==> config.mk <==
export PLATFORM = sky130hd
export DESIGN_NAME = barrel_shl_pipe_16bit_flat
export DESIGN_NICKNAME = d
export VERILOG_FILES = /design/src/rtl/barrel_shl_pipe_16bit_if.sv /design/src/rtl/barrel_shl_pipe_16bit.sv /design/src/flat_wrapper.sv
export SDC_FILE = /design/constraint.sdc
export NUM_CORES = 1
export LEC_CHECK = 0
export CAP_MARGIN = 5
export CORE_MARGIN = 10
export CORE_UTILIZATION = 24
export CTS_CLUSTER_DIAMETER = 120
export DETAILED_ROUTE_END_ITERATION = 12
export PLACE_DENSITY_LB_ADDON = 0.25
export SLEW_MARGIN = 20
export SYNTH_ARGS = -nofsm -noshare
export SYNTH_HDL_FRONTEND = slang
export SYNTH_SLANG_ARGS = --single-unit
==> constraint.sdc <==
create_clock -name clk -period 3 [get_ports clk]
set_clock_uncertainty 0.15 [all_clocks]
set_input_delay 0.75 -clock clk [delete_from_list [all_inputs] [get_ports clk]]
set_output_delay 0.75 -clock clk [all_outputs]
set_load 0.02 [all_outputs]
==> src/rtl/barrel_shl_pipe_16bit_if.sv <==
// Producer/consumer handshake bundle for the pipelined 16-bit left barrel shifter.
// out_ovf exists only when BARREL_SHL_OVF_EN is defined.
interface barrel_shl_pipe_16bit_if;
  logic        in_valid;
  logic        in_ready;
  logic [15:0] in_data;
  logic [3:0]  in_amt;
  logic        out_valid;
  logic        out_ready;
  logic [15:0] out_data;
`ifdef BARREL_SHL_OVF_EN
  logic        out_ovf;

  modport master (
    output in_valid, in_data, in_amt, out_ready,
    input  in_ready, out_valid, out_data, out_ovf
  );
  modport slave (
    input  in_valid, in_data, in_amt, out_ready,
    output in_ready, out_valid, out_data, out_ovf
  );
`else
  modport master (
    output in_valid, in_data, in_amt, out_ready,
    input  in_ready, out_valid, out_data
  );
  modport slave (
    input  in_valid, in_data, in_amt, out_ready,
    output in_ready, out_valid, out_data
  );
`endif
endinterface

==> src/rtl/barrel_shl_pipe_16bit.sv <==
// Four-stage pipelined 16-bit logical left shifter (8/4/2/1), valid/ready on both sides.
// Optional sticky overflow flag on out_ovf when BARREL_SHL_OVF_EN is defined.
module barrel_shl_pipe_16bit #(
  parameter int WIDTH          = 16,
  parameter bit STAGE_RST_DATA = 1'b0
) (
  input logic clk,
  input logic rst,
  barrel_shl_pipe_16bit_if.slave bus
);

  logic             v0_r, v1_r, v2_r, v3_r;
  logic [WIDTH-1:0] d0_r, d1_r, d2_r, d3_r;
  logic [2:0]       a0_r;
  logic [1:0]       a1_r;
  logic             a2_r;
  logic             rdy0_s, rdy1_s, rdy2_s, rdy3_s;
  logic [WIDTH-1:0] sh0_s, sh1_s, sh2_s, sh3_s;
`ifdef BARREL_SHL_OVF_EN
  logic             ovf0_r, ovf1_r, ovf2_r, ovf3_r;
  logic             ovf0_s, ovf1_s, ovf2_s, ovf3_s;
`endif

  // Ready chain: a stage can load if it is empty or its successor loads this edge.
  always_comb begin
    rdy3_s = ~v3_r | bus.out_ready;
    rdy2_s = ~v2_r | rdy3_s;
    rdy1_s = ~v1_r | rdy2_s;
    rdy0_s = ~v0_r | rdy1_s;
  end

  // Per-stage shift of 8/4/2/1 selected by the amount bit owned by that stage.
  always_comb begin
    sh0_s = bus.in_data;
    sh1_s = d0_r;
    sh2_s = d1_r;
    sh3_s = d2_r;
    if (bus.in_amt[3]) begin
      sh0_s = {bus.in_data[7:0], 8'h00};
    end else begin
      sh0_s = bus.in_data;
    end
    if (a0_r[2]) begin
      sh1_s = {d0_r[11:0], 4'h0};
    end else begin
      sh1_s = d0_r;
    end
    if (a1_r[1]) begin
      sh2_s = {d1_r[13:0], 2'b00};
    end else begin
      sh2_s = d1_r;
    end
    if (a2_r) begin
      sh3_s = {d2_r[14:0], 1'b0};
    end else begin
      sh3_s = d2_r;
    end
  end

`ifdef BARREL_SHL_OVF_EN
  // Sticky overflow: OR in whatever bits each stage pushes past bit 15.
  always_comb begin
    ovf0_s = bus.in_amt[3] & (|bus.in_data[15:8]);
    ovf1_s = ovf0_r | (a0_r[2] & (|d0_r[15:12]));
    ovf2_s = ovf1_r | (a1_r[1] & (|d1_r[15:14]));
    ovf3_s = ovf2_r | (a2_r & d2_r[15]);
  end
`endif

  // Valid bits (and overflow flags) always reset; a ready stage takes its predecessor's valid.
  always_ff @(posedge clk or posedge rst) begin
    if (rst) begin
      v0_r <= 1'b0;
      v1_r <= 1'b0;
      v2_r <= 1'b0;
      v3_r <= 1'b0;
`ifdef BARREL_SHL_OVF_EN
      ovf0_r <= 1'b0;
      ovf1_r <= 1'b0;
      ovf2_r <= 1'b0;
      ovf3_r <= 1'b0;
`endif
    end else begin
      if (rdy0_s) begin
        v0_r <= bus.in_valid;
      end
      if (rdy1_s) begin
        v1_r <= v0_r;
      end
      if (rdy2_s) begin
        v2_r <= v1_r;
      end
      if (rdy3_s) begin
        v3_r <= v2_r;
      end
`ifdef BARREL_SHL_OVF_EN
      if (rdy0_s && bus.in_valid) begin
        ovf0_r <= ovf0_s;
      end
      if (rdy1_s && v0_r) begin
        ovf1_r <= ovf1_s;
      end
      if (rdy2_s && v1_r) begin
        ovf2_r <= ovf2_s;
      end
      if (rdy3_s && v2_r) begin
        ovf3_r <= ovf3_s;
      end
`endif
    end
  end

  // Data/amount registers load only with a valid predecessor; bubbles leave them untouched.
  always_ff @(posedge clk or posedge rst) begin
    if (rst) begin
      if (STAGE_RST_DATA) begin
        d0_r <= '0;
        d1_r <= '0;
        d2_r <= '0;
        d3_r <= '0;
        a0_r <= 3'b000;
        a1_r <= 2'b00;
        a2_r <= 1'b0;
      end
    end else begin
      if (rdy0_s && bus.in_valid) begin
        d0_r <= sh0_s;
        a0_r <= bus.in_amt[2:0];
      end
      if (rdy1_s && v0_r) begin
        d1_r <= sh1_s;
        a1_r <= a0_r[1:0];
      end
      if (rdy2_s && v1_r) begin
        d2_r <= sh2_s;
        a2_r <= a1_r[0];
      end
      if (rdy3_s && v2_r) begin
        d3_r <= sh3_s;
      end
    end
  end

  assign bus.in_ready  = rdy0_s;
  assign bus.out_valid = v3_r;
  assign bus.out_data  = d3_r;
`ifdef BARREL_SHL_OVF_EN
  assign bus.out_ovf   = ovf3_r;
`endif

endmodule

==> src/flat_wrapper.sv <==
// flat-port wrapper written by rule: the top's interface ports become plain ports
module barrel_shl_pipe_16bit_flat 
#(
  parameter int WIDTH          = 16,
  parameter bit STAGE_RST_DATA = 1'b0
)
  (clk, rst, bus_in_valid, bus_in_data, bus_in_amt, bus_out_ready, bus_in_ready, bus_out_valid, bus_out_data);
  barrel_shl_pipe_16bit_if bus_i ();
  input logic clk;
  input logic rst;
  input wire logic [$bits(bus_i.in_valid)-1:0] bus_in_valid;
  input wire logic [$bits(bus_i.in_data)-1:0] bus_in_data;
  input wire logic [$bits(bus_i.in_amt)-1:0] bus_in_amt;
  input wire logic [$bits(bus_i.out_ready)-1:0] bus_out_ready;
  output wire logic [$bits(bus_i.in_ready)-1:0] bus_in_ready;
  output wire logic [$bits(bus_i.out_valid)-1:0] bus_out_valid;
  output wire logic [$bits(bus_i.out_data)-1:0] bus_out_data;
  assign bus_i.in_valid = bus_in_valid;
  assign bus_i.in_data = bus_in_data;
  assign bus_i.in_amt = bus_in_amt;
  assign bus_i.out_ready = bus_out_ready;
  assign bus_in_ready = bus_i.in_ready;
  assign bus_out_valid = bus_i.out_valid;
  assign bus_out_data = bus_i.out_data;
  barrel_shl_pipe_16bit #(.WIDTH(WIDTH), .STAGE_RST_DATA(STAGE_RST_DATA)) u_core (.clk(clk), .rst(rst), .bus(bus_i));
endmodule
=== Yosys cells after proc, flatten, opt, wreduce, memory -nomap -nowiden ===
Index checks and enable logic that the tools add are counted.

* Flip-flop bits (word level): 74
* Input port bits: 24
* Output and inout bits: 18
* Logic and storage cells: 36

* Multiplexer cells: 4
* Bitwise logic cells: 9
* Reductions and logical operators: 8

{| class="wikitable"
|+ Operators with widths
! cell !! number
|-
| $mux 16 || 4
|-
| $reduce_and 2->1 || 4
|-
| $not 1->1 || 5
|-
| $logic_and 1x1->1 || 4
|-
| $or 1x1->1 || 4
|}

=== Longest topological paths before layout ===
* Depth in word-level cells: 7
* Mapped depth: 3
* Depth with buffers taken out: 2

=== Worst setup path after synthesis ===
Ideal clock, no wire load.

* Path type: input -> register
* Start point: input bus_out_ready
* End point: register u_core.a1_r[0], enable pin
* Arrival: 2.364 ns
* Slack: 0.066 ns
* Cell stages on the path: 2
* Buffers on the path: 0
* Path through: and4b_1 -> nor3b_1

* Word-level cells in the longest chain between the ends: 5

{| class="wikitable"
|+ RTL lines
! what !! line !! RTL
|-
| start, declared || flat_wrapper.sv:14 || <nowiki>input wire logic [$bits(bus_i.out_ready)-1:0] bus_out_ready;</nowiki>
|-
| $or 1x1->1 || barrel_shl_pipe_16bit.sv:26 || <nowiki>rdy3_s = ~v3_r | bus.out_ready;</nowiki>
|-
| $or 1x1->1 || barrel_shl_pipe_16bit.sv:27 || <nowiki>rdy2_s = ~v2_r | rdy3_s;</nowiki>
|-
| $or 1x1->1 || barrel_shl_pipe_16bit.sv:28 || <nowiki>rdy1_s = ~v1_r | rdy2_s;</nowiki>
|-
| $logic_and 1x1->1 || barrel_shl_pipe_16bit.sv:130 || <nowiki>if (rdy1_s && v0_r) begin</nowiki>
|-
| $reduce_and 2->1 (no source line) || -- ||
|-
| end signal, assigned || barrel_shl_pipe_16bit.sv:132 || <nowiki>a1_r <= a0_r[1:0];</nowiki>
|-
| end, declared || barrel_shl_pipe_16bit.sv:15 || <nowiki>logic [1:0] a1_r;</nowiki>
|}

Every way passes these cells.
A chain may end at the register's enable or synchronous reset.

=== Worst setup path in the final report ===
* Start point: input bus_out_ready
* End point: output bus_in_ready

* Word-level cells in the longest chain between the ends: 4

{| class="wikitable"
|+ RTL lines
! what !! line !! RTL
|-
| $or 1x1->1 || barrel_shl_pipe_16bit.sv:26 ||
|-
| $or 1x1->1 || barrel_shl_pipe_16bit.sv:27 ||
|-
| $or 1x1->1 || barrel_shl_pipe_16bit.sv:28 ||
|-
| $or 1x1->1 || barrel_shl_pipe_16bit.sv:29 || <nowiki>rdy0_s = ~v0_r | rdy1_s;</nowiki>
|-
| end, declared || flat_wrapper.sv:15 || <nowiki>output wire logic [$bits(bus_i.in_ready)-1:0] bus_in_ready;</nowiki>
|}

Every way passes these cells.

==> results_tabular.tex <==
\begin{tabular}{lr}
\hline
Metric & Value \\
\hline
\multicolumn{2}{l}{\textbf{Status}} \\
Status & finished, final reports clean \\
\multicolumn{2}{l}{\textbf{Critical path}} \\
Slowest stage cell, crit path & sky130\_fd\_sc\_hd\_\_clkdlybuf4s50\_1 \\
Path depth of the worst reg2reg path & 1 \\
Crit path arrival time & 1820 ps \\
Buffers \& Inverters on Critical Path & 2 \\
Critical Path Stages & 4 \\
Ordered list of cells on the worst path & clkdlybuf4s50\_1 > and4b\_1 > nand2\_1 > dlygate4sd2\_1 \\
Critical path launch point type & primary input \\
Setup CP Type & in2out \\
CP max FO & 2 \\
Critical path's largest stage delay & 470 ps \\
Data required time of the critical path & 2100 ps \\
Crit path capture type & output port \\
Source of the worst register-to-register timing path & u\_core.a1\_r[1] \\
Kind of cell adding the most delay to the critical path & buffers and inverters \\
Critical Path Source & bus\_out\_ready \\
\multicolumn{2}{l}{\textbf{Synthesis}} \\
Most common cell in the synthesized netlist & sky130\_fd\_sc\_hd\_\_edfxtp\_1 \\
Number of flops mapped to enable cells by yosys & 70 \\
Number of warning messages in the yosys log & 0 \\
Top cells by area, synth & sky130\_fd\_sc\_hd\_\_edfxtp\_1, sky130\_fd\_sc\_hd\_\_mux2\_4, sky130\_fd\_sc\_hd\_\_mux2\_2 \\
Seq/Total Area, Yosys & 0.700 \\
Number of library cell types mapped by synthesis & 18 \\
Most frequent cells after synthesis & sky130\_fd\_sc\_hd\_\_edfxtp\_1, sky130\_fd\_sc\_hd\_\_mux2\_4, sky130\_fd\_sc\_hd\_\_mux2\_2, sky130\_fd\_sc\_hd\_\_nor2b\_1, sky130\_fd\_sc\_hd\_\_buf\_6 \\
Avg Cell Area, Syn & 19.7 µm² \\
Most used DFF post-synth & sky130\_fd\_sc\_hd\_\_edfxtp\_1 \\
Gate Count Post-Synth & 160 \\
Netlist Area Pre-Place & 0.00314 mm² \\
Net Count, Synth & 184 \\
FF+latch count, synth & 74 \\
Top cell type by total area after synthesis & sky130\_fd\_sc\_hd\_\_edfxtp\_1 \\
Proportion of synthesized flip-flops having asynchronous set or reset & 0.0541 \\
Area share of the largest cell type after synthesis & 0.669 \\
\multicolumn{2}{l}{\textbf{Power}} \\
Power per unit of standard cell area & 640 mW/mm² \\
Post-layout power & 2.58 mW \\
Static power due to leakage & 1.42 nW \\
Maximum resistive drop on vdd & 0.000245 V \\
\multicolumn{2}{l}{\textbf{STA}} \\
Slew Limit Fails & 0 \\
Final period util & 0.907 \\
Setup-failing EPs final & 0 \\
Max Fclk & 368 MHz \\
Final period demand of the worst path & 2720 ps \\
Slew of the pin with the lowest slew margin & 722 ps \\
Number of endpoints with negative hold slack in the final report & 0 \\
Worst-case headroom to the max-slew limit & 0.518 \\
Sum of negative setup slack & 0 ps \\
Unrepaired setup endpoints after global routing & no \\
\multicolumn{2}{l}{\textbf{Clock tree}} \\
H-tree levels & 3 \\
Number of clock sinks & 74 \\
TritonCTS buffer count & 9 \\
TritonCTS clock tree & built \\
CTS clock-pin slew for the worst setup and hold paths & 60 ps \\
Insertion delay to the later sink of the worst-skew pair & 330 ps \\
Library cell used as clock root buffer & sky130\_fd\_sc\_hd\_\_clkbuf\_16 \\
Max Buffers Root-to-Sink & 2 \\
Post-CTS setup buffer count & 0 \\
\multicolumn{2}{l}{\textbf{Drt}} \\
Count of routing violations after the opening detailed-route iteration & 29 \\
Total wirelength of the detailed-routed design & 4240 µm \\
Via/cell ratio & 3.52 \\
First-pass detailed-route iteration total & 4 \\
DRT antenna net count & 0 \\
Routed length per placed instance & 11.0 µm \\
DRC errors left & 0 \\
Vias & 1362 \\
\multicolumn{2}{l}{\textbf{Cells and area}} \\
Antenna diode count & 0 \\
Synth-to-layout area growth & 28.0\% \\
Fraction of final layout cells with drive strength greater than 1 & 0.353 \\
Area occupied by registers & 0.00220 mm² \\
Layout net count & 234 \\
Footprint of the multi-input gates & 841 µm² \\
Layout filler cell count & 1284 \\
\multicolumn{2}{l}{\textbf{Place}} \\
Placer congestion estimate & 0.657 \\
Total of buffers placed on input and output ports & 41 \\
\multicolumn{2}{l}{\textbf{GRT}} \\
Total Routing Usage GR & 0.0515 \\
Global-route wire length before repair & 7260 µm \\
Largest net degree at the start of global routing & 20 \\
Vias in the first global route & 1470 \\
Remaining global-route overflow & 0 \\
Number of antenna violations at the first check in global routing & 0 \\
\multicolumn{2}{l}{\textbf{Floorplanning}} \\
Die area & 0.0181 mm² \\
Io pins & 42 \\
Die span in y & 134 µm \\
Total core area & 0.0127 mm² \\
Floorplan die width & 134 µm \\
Effective utilization at floorplan & 0.247 \\
Standard-cell row count & 41 \\
\multicolumn{2}{l}{\textbf{Hold path}} \\
Worst min path class & reg2reg \\
Hold Path Cell Cnt & 0 \\
Hold path start & u\_core.a1\_r[0] \\
\multicolumn{2}{l}{\textbf{Job}} \\
Number of maximum-capacitance violations & 0 \\
\hline
\end{tabular}
## routing by layer
layer | GRT usage | share of wire
met1 | 0.0576 | 0.47
met2 | 0.0737 | 0.42
met3 | 0.0237 | 0.072
met4 | 0.0417 | 0.036
met5 | 0 | 0
## per-stage QoR
step           area [µm²]  setup slack, ps  hold slack, ps  cells   util
3_5_place_dp         3720             7.68             259    371  0.292
3_3_place_gp         3720            -3.04             253    371  0.292
6_report             4030              280             269    387  0.316
4_1_cts              4030              271             269    387  0.316
5_1_grt              4030              254             269    387  0.316
2_1_floorplan        3140             66.1             250    160      -
## state kept, by name (all words and copies together), names as in the netlist
| signal | count |
|---|---|
| u_core.bus.out_data | 16 |
| u_core.d0_r | 16 |
| u_core.d1_r | 16 |
| u_core.d2_r | 16 |
| u_core.a0_r | 3 |
| u_core.a1_r | 2 |
| u_core.a2_r | 1 |
| u_core.bus.out_valid | 1 |
| u_core.v0_r | 1 |
| u_core.v1_r | 1 |
| u_core.v2_r | 1 |
## logic make-up (layout without fill, tap and decap cells)
| logic type | count (synthesis) | in the layout | share of synthesized area |
|---|---|---|---|
| DFF | 74 | 74 | 0.700 |
| buffers and inverters | 9 | 64 | 0.0366 |
| AOI/OAI and AO/OA | 4 | 4 | 0.00796 |
| and+or+nand+nor | 24 | 24 | 0.0497 |
| muxes | 49 | 49 | 0.205 |
## final cells by class
| cell class | count | area share |
|---|---|---|
| clock buffers | 9 | 0.0560 |
| clock inverters | 7 | 0.0208 |
| inverters | 1 | 0.000933 |
| multi-input cells | 77 | 0.209 |
| flip-flops and latches | 74 | 0.547 |
| well taps | 172 | 0.0535 |
| repair buffers | 47 | 0.113 |
## cell usage in the layout (no fill, tap or decap)
| cell type | count |
|---|---|
| sky130_fd_sc_hd__or2_2 | 1 |
| sky130_fd_sc_hd__clkdlybuf4s50_1 | 40 |
| sky130_fd_sc_hd__inv_6 | 3 |
| sky130_fd_sc_hd__buf_4 | 6 |
| sky130_fd_sc_hd__and2b_2 | 1 |
| sky130_fd_sc_hd__inv_8 | 1 |
| sky130_fd_sc_hd__mux2_2 | 24 |
| sky130_fd_sc_hd__a21oi_2 | 1 |
| sky130_fd_sc_hd__edfxtp_1 | 70 |
| sky130_fd_sc_hd__nand2b_1 | 2 |
| sky130_fd_sc_hd__nand2_1 | 1 |
| sky130_fd_sc_hd__a21o_1 | 2 |
| sky130_fd_sc_hd__dfrtp_1 | 4 |
| sky130_fd_sc_hd__clkbuf_16 | 9 |
| sky130_fd_sc_hd__clkinv_4 | 1 |
| sky130_fd_sc_hd__bufinv_16 | 1 |
| sky130_fd_sc_hd__mux2_4 | 25 |
| sky130_fd_sc_hd__nor3b_2 | 2 |
| sky130_fd_sc_hd__dlygate4sd2_1 | 1 |
| sky130_fd_sc_hd__inv_1 | 1 |
| sky130_fd_sc_hd__a21oi_1 | 1 |
| sky130_fd_sc_hd__or2_1 | 1 |
| sky130_fd_sc_hd__nor2b_1 | 15 |
| sky130_fd_sc_hd__and4b_1 | 1 |
| sky130_fd_sc_hd__clkinvlp_4 | 1 |
## path summary, 6_finish.rpt
path	to	slack (ps)
min in group asynchronous	u_core.bus.out_valid	600
min	u_core.a2_r	270
max in group asynchronous	u_core.v1_r	1940
max	bus_in_ready	280
min reg2reg	u_core.a2_r	270
max reg2reg	u_core.d2_r[12]	1360
## repair_timing
| action | CTS | global route |
|---|---|---|
| hold buffers | 0 | 0 |
| gates resized for setup | 1 | 0 |
| endpoints found under the setup margin | 1 | 0 |
## power breakdown
| group | switching, mW | total (mW) | leakage, nW | internal, mW |
|---|---|---|---|---|
| sequential | 0.0392 | 1.26 | 0.700 | 1.22 |
| combinational | 0.0887 | 0.231 | 0.572 | 0.142 |
| clock | 0.426 | 1.08 | 0.149 | 0.659 |
Power figures use the tool's default switching activity.
==> variant 1: new RTL, same flow settings <==
Reset style: synchronous (`rst`), changed in 2 clocked blocks.
--- a/src/rtl/barrel_shl_pipe_16bit.sv
+++ b/src/rtl/barrel_shl_pipe_16bit.sv
@@ -70,3 +70,3 @@
   // Valid bits (and overflow flags) always reset; a ready stage takes its predecessor's valid.
-  always_ff @(posedge clk or posedge rst) begin
+  always_ff @(posedge clk) begin
     if (rst) begin
@@ -113,3 +113,3 @@
   // Data/amount registers load only with a valid predecessor; bubbles leave them untouched.
-  always_ff @(posedge clk or posedge rst) begin
+  always_ff @(posedge clk) begin
     if (rst) begin
Function: differs if rst is asserted again (counterexample within 10 cycles, from zero or initial values and one cycle with rst high); with rst held inactive, the same outputs for 10 cycles.
==> variant 1 against the original RTL <==
Setup slack got worse by 42 ps. Routed wire length is 2.6% higher. Synthesized area hardly changed. Fmax fell by 1.5%. Die area about the same. Sequential cell count unchanged. Cell area shrank 0.16%.
Power is not compared: it rests on default switching activity, and its combinational part moved more than twofold at a synthesized area within 25%.
==> variant 1: results (changes against the original RTL) <==
status finished clean; most common flop cell mapped by yosys edfxtp_1; worst path arrival time 1860 ps (+40 ps); fraction of registers with async set/reset 0% (-5.4 points); vias in the first global route 1534 (+4.4%); worst-skew pair later-pin latency 320 ps; hold path start u_core.a0_r[1]; via count 1383 (+1.5%); fill count 1305 (+1.6%); Syn. warnings 0 (unchanged); Antenna diodes 0 (unchanged); largest net degree at the start of global routing 20 (unchanged); post-CTS setup buffer count 0 (unchanged); combinational share of power 4.6%; placed instance area 0.00371 sq mm (-0.24%); Initial DRT Pass Iterations 4 (unchanged); Post-synth top cells 70 x edfxtp_1, 25 x mux2_4, 24 x mux2_2; CTS-repair resized insts 1 (unchanged); R2R Path Start u_core.a2_r; 1st-iter DRT viols 43 (+48%); EDFF count, synth 70 (unchanged); Bufs on Longest Clock Path 2 (unchanged); WL/cell 11.2 microns (+2.4%); Synthesized Nets 186 (+1.1%); share of cells above drive strength 1 33.8% (-1.6 points); Synth area leaders edfxtp_1 67%, mux2_4 12%, mux2_2 8.6%, nor2b_1 3.0%, dfxtp_1 2.5%; initial antenna violation count 0 (unchanged); dpl hpwl 3.27 mm; placer congestion estimate 0.665 (+1.1%); Seq/Total Area, Yosys 69.4% (-0.61 points); gr usage total 5.22% (+0.070 points); switching share of power 17.7%; Clock Pin Slew Worst Setup and Hold Paths 50 ps; Peak VDD IR 0.232 mV; Worst-Margin Slew 743 ps (+20.5 ps); # nets final 235 (+0.43%); multi-input logic area 860 sq um (+2.2%); I/O Buffers 41 (unchanged); Setup TNS 0 ps (unchanged); Synth cell types 20 (+2); Clock Root Buffer clkbuf_16; first-pass GRT wire length 7.39 mm (+1.8%); worst-path maximum fanout 4 (+2); Worst Hold Class flip-flop to flip-flop; power in sequential cells 1.18 mW; Setup WS pre-CTS -31.8 ps (-39.5 ps)
-- variant 1: cell types whose count changed in the layout (fill, tap and decap cells not counted), moves of 2 or more --
cell and delta:
a21o_1 -2, clkbuf_1 +2, dfrtp_1 -4, dfxtp_1 +4
inv_6 -3, o21ba_2 +2
-- variant 1: worst max-delay path, stage by stage --
cell and delay (ps):
clkdlybuf4s50_1 500, and4b_1 220, nand2_1 60, dlygate4sd2_1 330
-- variant 1: per-stage QoR --
stage	cells	power, mW
floorplan	162	1.26
global placement	372	1.31
detailed placement	372	1.31
CTS	388	2.42
global route	388	2.48
finish	388	2.38
-- variant 1: routing by layer --
| layer | track usage, % | part of all wire [%] | vias to the layer above |
|---|---|---|---|
| met5 | 0 | 0 | - |
| met4 | 3.45 | 2.3 | 0 |
| met3 | 2.46 | 4.7 | 5 |
| met2 | 7.45 | 44 | 41 |
| met1 | 6.10 | 49 | 626 |
| li1 | - | - | 711 |
-- variant 1: cell type report --
cell class                      instances  share of cell area (%)
Clock buffer                           11                    5.79
Clock inverter                          5                    1.96
Inverter                                1                  0.0934
Multi-Input combinational cell         79                    21.4
Sequential cell                        74                    54.3
Tap cell                              172                    5.35
Timing Repair Buffer                   46                    11.1
-- variant 1: kinds of logic (layout without fill, tap and decap cells) --
group           after synthesis  in the layout  share of synthesized area, %
flops                        74             74                          69.4
compound gates                5              5                          1.11
simple gates                 25             25                          5.25
buf+inv                       9             63                          3.66
mux                          49             49                          20.5
-- variant 1: final timing paths --
kind	to	slack, ps	cells after the start
setup / recovery	bus_in_ready	240	4
hold / removal	u_core.a1_r[1]	270	0
setup reg to reg	u_core.bus.out_data[14]	1360	1
hold reg to reg	u_core.a1_r[1]	270	0
==> variant 2: new RTL, same settings <==
Without the edit above. `STAGE_RST_DATA` is set to 1'b0 in 2 places; all go to 1'b1.
--- a/src/rtl/barrel_shl_pipe_16bit.sv
+++ b/src/rtl/barrel_shl_pipe_16bit.sv
@@ -4,3 +4,3 @@
   parameter int WIDTH          = 16,
-  parameter bit STAGE_RST_DATA = 1'b0
+  parameter bit STAGE_RST_DATA = 1'b1
 ) (
--- a/src/flat_wrapper.sv
+++ b/src/flat_wrapper.sv
@@ -4,3 +4,3 @@
   parameter int WIDTH          = 16,
-  parameter bit STAGE_RST_DATA = 1'b0
+  parameter bit STAGE_RST_DATA = 1'b1
 )
Formal check against the unedited RTL: not equivalent (Yosys sat finds a counterexample within 10 cycles, from zero or initial values and one cycle with rst high).
==> variant 2 against the original RTL <==
Register-to-register slack worse by 130 ps. Routed wire length is 67% higher. Sequential cell count stayed put. Synthesized area is 10% higher. Largest cell class unchanged. Synthesized cell count is 80% higher. Sequential share of layout area is 12 points lower. Fmax is 6.1% lower. Setup slack worse by 180 ps. Cell area is 9.0% higher.
Power is not compared: it rests on default switching activity, and its combinational part moved more than twofold at a synthesized area within 25%.
==> variant 2: results (changes against the original RTL) <==
status finished clean; Seq/Total Area, Yosys 53.4% (-17 points); Setup WS pre-CTS -118 ps (-126 ps); Synth cell types 20 (+2); Clock Pin Slew Worst Setup and Hold Paths 50 ps; placer congestion estimate 0.695 (+5.8%); Pleak 1.88 nW; 1st-iter DRT viols 102 (+250%); # nets final 350 (+50%); largest net degree at the start of global routing 75 (+280%); Clock Root Buffer clkbuf_16; vias in the first global route 2404 (+64%); worst-path maximum fanout 3 (+1); Bufs on Longest Clock Path 2 (unchanged); first-pass GRT wire length 12.3 mm (+70%); gr usage total 7.53% (+2.4 points); Syn. warnings 0 (unchanged); Antenna diodes 0 (unchanged); crit-path max cell delay 440 ps (-30 ps); dpl hpwl 5.12 mm; Initial DRT Pass Iterations 4 (unchanged); Synth area leaders dfrtp_1 53%, mux2i_1 12%, a21oi_1 9.8%, mux2_2 8.8%, mux2_4 4.3%; worst path arrival time 2000 ps (+180 ps); Synth Area in Compound Gates 12.8% (+12 points); WL/cell 13.9 microns (+27%); initial antenna violation count 0 (unchanged); switching power 1.12 mW; Vias per Instance 4.31 (+22%); max_slew headroom 48.9% (-3.0 points); CTS H-tree depth 3 (unchanged); xor and xnor area share after synthesis 0% (unchanged); fill count 1439 (+12%); Post-synth top cells 74 x dfrtp_1, 68 x a21oi_1, 41 x mux2i_1; fraction of registers with async set/reset 100% (+95 points); Peak VDD IR 0.281 mV; worst-skew pair later-pin latency 330 ps (about the same); Worst Hold Class flip-flop to flip-flop; Synth Area in Adders 0% (unchanged); max-cap violation count 0 (unchanged); share of cells above drive strength 1 19.6% (-16 points); multiplexer share of the synthesized area 24.9% (+4.4 points); TritonCTS Buffers 9 (unchanged); Synthesized Nets 312 (+70%); Largest delay share family, worst path buffers and inverters; I/O Buffers 41 (unchanged); Crit-path slowest cell clkdlybuf4s50_1
variant 2: changes by cell type in the layout (fill, tap and decap cells not counted), sizes merged, moves of 2 or more:
cell / before / now
a21oi: 2 / 68
inv: 5 / 2
edfxtp: 70 / 0
nor3b: 2 / 0
buf: 6 / 11
a21o: 2 / 0
nand2b: 2 / 4
dfrtp: 4 / 74
clkbuf: 9 / 14
a31oi: 0 / 14
and2: 0 / 2
mux2: 49 / 37
mux2i: 0 / 41
variant 2: final timing paths:
check	start	endpoint	slack, ps	cells after the start
setup / recovery	bus_out_ready	bus_in_ready	100	4
hold / removal	u_core.d0_r[13]	u_core.d0_r[13]	370	1
setup reg to reg	u_core.bus.out_valid	u_core.d1_r[3]	1230	4
hold reg to reg	u_core.d0_r[13]	u_core.d0_r[13]	370	1
max in group asynchronous	rst	u_core.d2_r[2]	1720	3
min in group asynchronous	rst	u_core.v1_r	690	3
variant 2: cells by family (layout without fill, tap and decap cells):
group                  after synthesis  after routing
buffers and inverters               27             70
AO/OA/AOI/OAI                       83             83
multiplexers                        78             78
flip-flops                          74             74
AND/OR/NAND/NOR                     26             26
variant 2: final cells by class:
type	count	area share, %
clock buffer	14	6.02
clock inverter	2	0.799
inverter	2	0.171
timing repair buffer	52	11.8
multi-input combinational	187	33.9
tap	180	5.14
sequential	74	42.2
variant 2: power by group through the flow:
stage | clock, mW | sequential (mW) | combinational [mW]
2_1_floorplan | 0 | 1.57 | 0.660
3_3_place_gp | 0 | 1.58 | 1.04
3_5_place_dp | 0 | 1.59 | 1.04
4_1_cts | 1.09 | 1.58 | 1.05
5_1_grt | 1.14 | 1.62 | 1.14
6_report | 1.06 | 1.56 | 1.03
variant 2: layer usage:
layer / GRT usage, % / up-vias / routed length, microns / part of all wire (%)
met2: 10.6 / 47 / 2970 / 42
met4: 2.93 / 0 / 92 / 1.3
met1: 10.1 / 1039 / 3670 / 52
li1: - / 1110 / - / -
met5: 0 / - / 0 / 0
met3: 2.70 / 7 / 375 / 5.3
variant 2: worst reg2reg max path, cell delays in order (launching register included):
cell and delay, ps:
dfrtp_1 440, nand4b_4 120, buf_4 210, and2_1 360, mux2_2 380
variant 2: through the flow:
step | instances | area, sq um | total power [mW] | TNS [ps]
3_3_place_gp | 495 | 4090 | 2.62 | -124
6_report | 511 | 4390 | 3.66 | 0
5_1_grt | 511 | 4390 | 3.91 | 0
2_1_floorplan | 288 | 3470 | 2.23 | 0
3_5_place_dp | 495 | 4090 | 2.63 | -118
4_1_cts | 511 | 4390 | 3.71 | 0
variant 2: timing repair:
| item | CTS | global route |
|---|---|---|
| buffers inserted | 0 | 0 |
| resized for setup | 1 | 0 |
| endpoints found under the setup margin | 1 | 0 |
